$ cat config.mk
export PLATFORM = sky130hd
export DESIGN_NAME = crossbar_tdm_scheduler
export DESIGN_NICKNAME = d
export VERILOG_FILES = /design/src/rtl/crossbar_tdm_scheduler.sv
export SDC_FILE = /design/constraint.sdc
export NUM_CORES = 1
export LEC_CHECK = 0
export ABC_CLOCK_PERIOD_IN_PS = 3300
export CORE_UTILIZATION = 35
export DETAILED_ROUTE_END_ITERATION = 16
export PLACE_DENSITY = 0.7
export SETUP_SLACK_MARGIN = 0.5
export SLEW_MARGIN = 20
export SYNTH_ARGS = -nofsm -noshare
export SYNTH_HDL_FRONTEND = slang
export SYNTH_SLANG_ARGS = --single-unit
$ cat constraint.sdc
create_clock -name clk -period 3.3 [get_ports clk]
set_clock_uncertainty 0.1 [all_clocks]
set_input_delay 0.66 -clock clk [delete_from_list [all_inputs] [get_ports clk]]
set_output_delay 0.66 -clock clk [all_outputs]
set_load 0.005 [all_outputs]
$ cat src/rtl/crossbar_tdm_scheduler.sv
// TDM crossbar scheduler: one buffered word per input, released when the
// rotating phase lines the input up with the word's destination output.
//
// Ports:
//   clk, rst_n          clock, async active-low reset
//   en                  phase-advance enable
//   in_valid/in_data/   per-input word offer, packed by input index j
//   in_dest/in_ready
//   bus_o, shift_o      buffered words and phase, feeding the rotator
//   out_valid           per-output delivery flag (after rotation)
//   out_ready           per-output downstream accept
//   err_dest            sticky flag, a word named a nonexistent output
module crossbar_tdm_scheduler #(
  parameter int N       = 8,
  parameter int W       = 8,
  parameter int SHIFT_W = $clog2(N)
) (
  input  logic                   clk,
  input  logic                   rst_n,
  input  logic                   en,
  input  logic [N-1:0]           in_valid,
  input  logic [N*W-1:0]         in_data,
  input  logic [N*SHIFT_W-1:0]   in_dest,
  output logic [N-1:0]           in_ready,
  output logic [N*W-1:0]         bus_o,
  output logic [SHIFT_W-1:0]     shift_o,
  output logic [N-1:0]           out_valid,
  input  logic [N-1:0]           out_ready,
  output logic                   err_dest
);

  // One extra bit so N itself and j+N-P never overflow.
  localparam int            CW = SHIFT_W + 1;
  localparam logic [CW-1:0] NC = CW'(N);

  logic [SHIFT_W-1:0]          r_p;
  logic [N-1:0][W-1:0]         r_data;
  logic [N-1:0][SHIFT_W-1:0]   r_dest;
  logic [N-1:0]                r_v;
  logic                        r_err;

  logic [N-1:0] w_match;
  logic [N-1:0] w_deliver;
  logic [N-1:0] w_ovalid;
  logic [N-1:0] w_ready;

  // (a - b) mod N for a, b in 0..N-1
  function automatic logic [CW-1:0] sub_mod(
    input logic [CW-1:0] a,
    input logic [CW-1:0] b
  );
    if (a >= b) sub_mod = a - b;
    else        sub_mod = a + NC - b;
  endfunction

  always_comb begin
    w_match   = '0;
    w_deliver = '0;
    w_ovalid  = '0;
    for (int j = 0; j < N; j++) begin
      w_match[j] = r_v[j] &&
        ({1'b0, r_dest[j]} == sub_mod(CW'(j), {1'b0, r_p}));
      // A matched entry lands on output dest, so the
      // rotated view and the accept both key off dest.
      for (int k = 0; k < N; k++) begin
        if (r_dest[j] == SHIFT_W'(k)) begin
          w_ovalid[k]  = w_ovalid[k] | w_match[j];
          w_deliver[j] = w_deliver[j] |
                         (w_match[j] & out_ready[k]);
        end
      end
    end
  end

  assign w_ready = ~r_v | w_deliver;

  always_ff @(posedge clk or negedge rst_n) begin
    if (!rst_n) begin
      r_p    <= '0;
      r_v    <= '0;
      r_err  <= 1'b0;
      r_data <= '0;
      r_dest <= '0;
    end else begin
      if (en) begin
        if (r_p == SHIFT_W'(N-1)) r_p <= '0;
        else                      r_p <= r_p + 1'b1;
      end
      for (int j = 0; j < N; j++) begin
        if (in_valid[j] && w_ready[j]) begin
          r_data[j] <= in_data[j*W +: W];
          r_dest[j] <= in_dest[j*SHIFT_W +: SHIFT_W];
          // Bad destinations are dropped, not buffered.
          if ({1'b0, in_dest[j*SHIFT_W +: SHIFT_W]} < NC) begin
            r_v[j] <= 1'b1;
          end else begin
            r_v[j] <= 1'b0;
            r_err  <= 1'b1;
          end
        end else if (w_deliver[j]) begin
          r_v[j] <= 1'b0;
        end
      end
    end
  end

  assign in_ready  = w_ready;
  assign bus_o     = r_data;
  assign shift_o   = r_p;
  assign out_valid = w_ovalid;
  assign err_dest  = r_err;

endmodule

==> impl_metrics.ini <==
[status]
status = complete, but fails checks
violations = setup timing

[timing]
fin_ws_ns = -0.1607
worstMarginPinSlew_ns = 0.6392
period_needed_ns = 3.461
rsz0062_at_grt = yes
finalSetupViolations = 9
setup_tns_ns = -0.6227
finalCritPeriodShare = 1.049
slew_headroom = 0.5738
hold_ws_ns = 0.2134
hold_violations = 0
fmax_mhz = 289.0
slew_viol_final = 0

[hold_path]
hold_class = input pin to asynchronous set/reset pin

[yosys]
ys.warnings.count = 0
synth_area_per_cell_um2 = 11.96
ys_seq_elements = 99
synth_ff_type = dfrtp_1
synthDistinctLibCells = 73
synth_edf_count = 0
ys_async_sr_fraction = 1.000
yosysSeqAreaShare = 0.4407
syn_inst = 470
synth.cell_area_um2 = 5622
syn-num-nets = 589

[layout]
multiInputGateArea_um2 = 3473
drive_gt1_frac = 0.3780
syn_to_final_growth_pct = 67.48
fin_nets = 876
register_area_um2 = 2479
final_cell_mix = clkdlybuf4s50_1, dfrtp_1, buf_4
antenna_cells = 0
fill_cells = 1277
layout_commonest_cell = clkdlybuf4s50_1

[critical_path]
cp-startpoint = shift_o[1]
crit_path_start_kind = flop
timing.rr.start = shift_o[1]
crit_type = flop to output port
crit_path_end_kind = output port
cp.arrival_ns = 2.70
worstPathMaxFanout = 5
crit_required_ns = 2.54
reg2reg_depth = 14

[grt]
grt_pass1_vias = 5265
gr-total-overflow = 0
grt_max_degree = 53
grt_util_all_layers = 0.2177
grt_pass1_wl_um = 27590
antenna_found_initial = 0

[cts]
ctsHoldBuffers = 0
cts_tree = yes
clk_path_buf_depth = 2
cts_buffers = 9
clkTransAtPathRegs_ns = 0.07
root_buffer = clkbuf_16
insertion_delay_ns = 0.35
cts.sinks = 99
htree_levels = 3

[routing]
antenna_left = 0
drt-total-wl_um = 17760
drt-initial-drc-count = 254
drc = 0
viasPerCell = 5.200
dr.pass1.iters = 5
vias = 5060
routedWlPerCell_um = 18.25

[floorplanning]
initial_core_util = 0.3644
num_rows = 45
design.core.area_um2 = 15430
dieArea_um2 = 16570
die_x_um = 128.7
die_h_um = 128.7
io_pins = 191

[pwr]
power_density_nw_per_um2 = 980.0
ir_drop_mv = 0.4311
power_leakage_nw = 4.031
finalPower_w = 0.009227

[place]
gp_congestion = 0.9876
hpwlAfterDp_um = 13080
port-buffer-count = 189

[run]
max-cap-violations = 0
==> synthesized netlist by cell type, drive strengths merged (6+ instances only) <==
cell	count	area (µm²)
a22oi	11	82.58
buf	23	151.4
dfrtp	99	2477
ha	12	150.1
inv	14	52.55
mux2	84	1013
mux4	9	202.7
nand2	29	125.1
nand2b	13	81.33
nand3	15	75.07
nand3b	11	82.58
nand4	9	62.56
nor2	16	60.06
nor2b	8	50.05
o21ai	8	40.04
o22ai	6	37.54
xnor2	9	86.34
==> power breakdown <==
part / internal (W) / switching [W] / leakage [nW]
Combinational: 0.00355 / 0.00237 / 2.72
Sequential: 0.00181 / 0.000472 / 1.18
Clock: 0.000537 / 0.000487 / 0.135
Total: 0.00590 / 0.00333 / 4.03
==> cell type report <==
type / count / area share
multi-input combinational: 334 / 0.3689
timing repair buffer: 299 / 0.3023
sequential: 99 / 0.2633
tap: 211 / 0.02804
clock buffer: 10 / 0.02538
inverter: 14 / 0.007176
clock inverter: 6 / 0.004917
==> sequential cells by signal, summed over array words and instances (netlist names) <==
register and cells:
bus_o 64, r_dest 24, r_v 8, shift_o 3
==> critical path, cell delays in order, from the launching register on <==
cell      delay (ns)
dfrtp_2         0.45
buf_6           0.14
inv_8           0.04
ha_4            0.15
ha_4            0.16
xor2_1          0.13
o31ai_1         0.24
nand4_1         0.22
buf_4           0.20
inv_1           0.08
nand2_4         0.08
o311ai_2        0.28
buf_2           0.17
==> path summary, 6_finish.rpt <==
path	slack (ns)	to
max in group asynchronous	2.18	bus_o[52]
min in group clk	0.39	bus_o[30]
worst min register to register	0.39	bus_o[30]
worst max register to register	0.30	r_dest[1]
worst min-delay path	0.21	bus_o[47]
worst max-delay path	-0.16	out_valid[2]
==> cell families (layout without fill, tap and decap cells) <==
| kind of cell | Yosys count | after routing | synth area share |
|---|---|---|---|
| buffers and inverters | 39 | 329 | 0.03761 |
| AO/OA/AOI/OAI | 75 | 75 | 0.1084 |
| adder cells (fa/ha/maj) | 12 | 12 | 0.02671 |
| flip-flops | 99 | 99 | 0.4407 |
| XOR/XNOR | 13 | 13 | 0.02159 |
| other | 1 | 1 | 0.0006671 |
| AND/OR/NAND/NOR | 134 | 136 | 0.1409 |
| multiplexers | 97 | 97 | 0.2235 |
==> metal layers <==
layer  routed length [µm]  GRT usage  vias up
li1                     -          -     2326
met1                 7457     0.2742     2526
met2                 8675     0.3603      186
met3                 1269    0.05863       22
met4                  359    0.07612        0
met5                    0          0        -
==> stage by stage <==
| step | cells | setup WS, ns | utilization | instance area, µm² |
|---|---|---|---|---|
| finish | 973 | -0.1607 | 0.6103 | 9415 |
| global route | 973 | -0.2986 | 0.6103 | 9415 |
| CTS | 964 | -0.05289 | 0.5881 | 9072 |
| detailed placement | 925 | -0.1971 | 0.5396 | 8324 |
| global placement | 925 | -0.1418 | 0.5396 | 8324 |
| floorplan | 470 | 0.3143 | - | 5689 |
==> timing repair <==
action                     CTS  global route
gates cloned                 2             1
gates resized for setup    155            58
setup buffers               21             8
pin swaps                   36            22
setup endpoints to repair   68            63
Power figures use the tool's default switching activity.
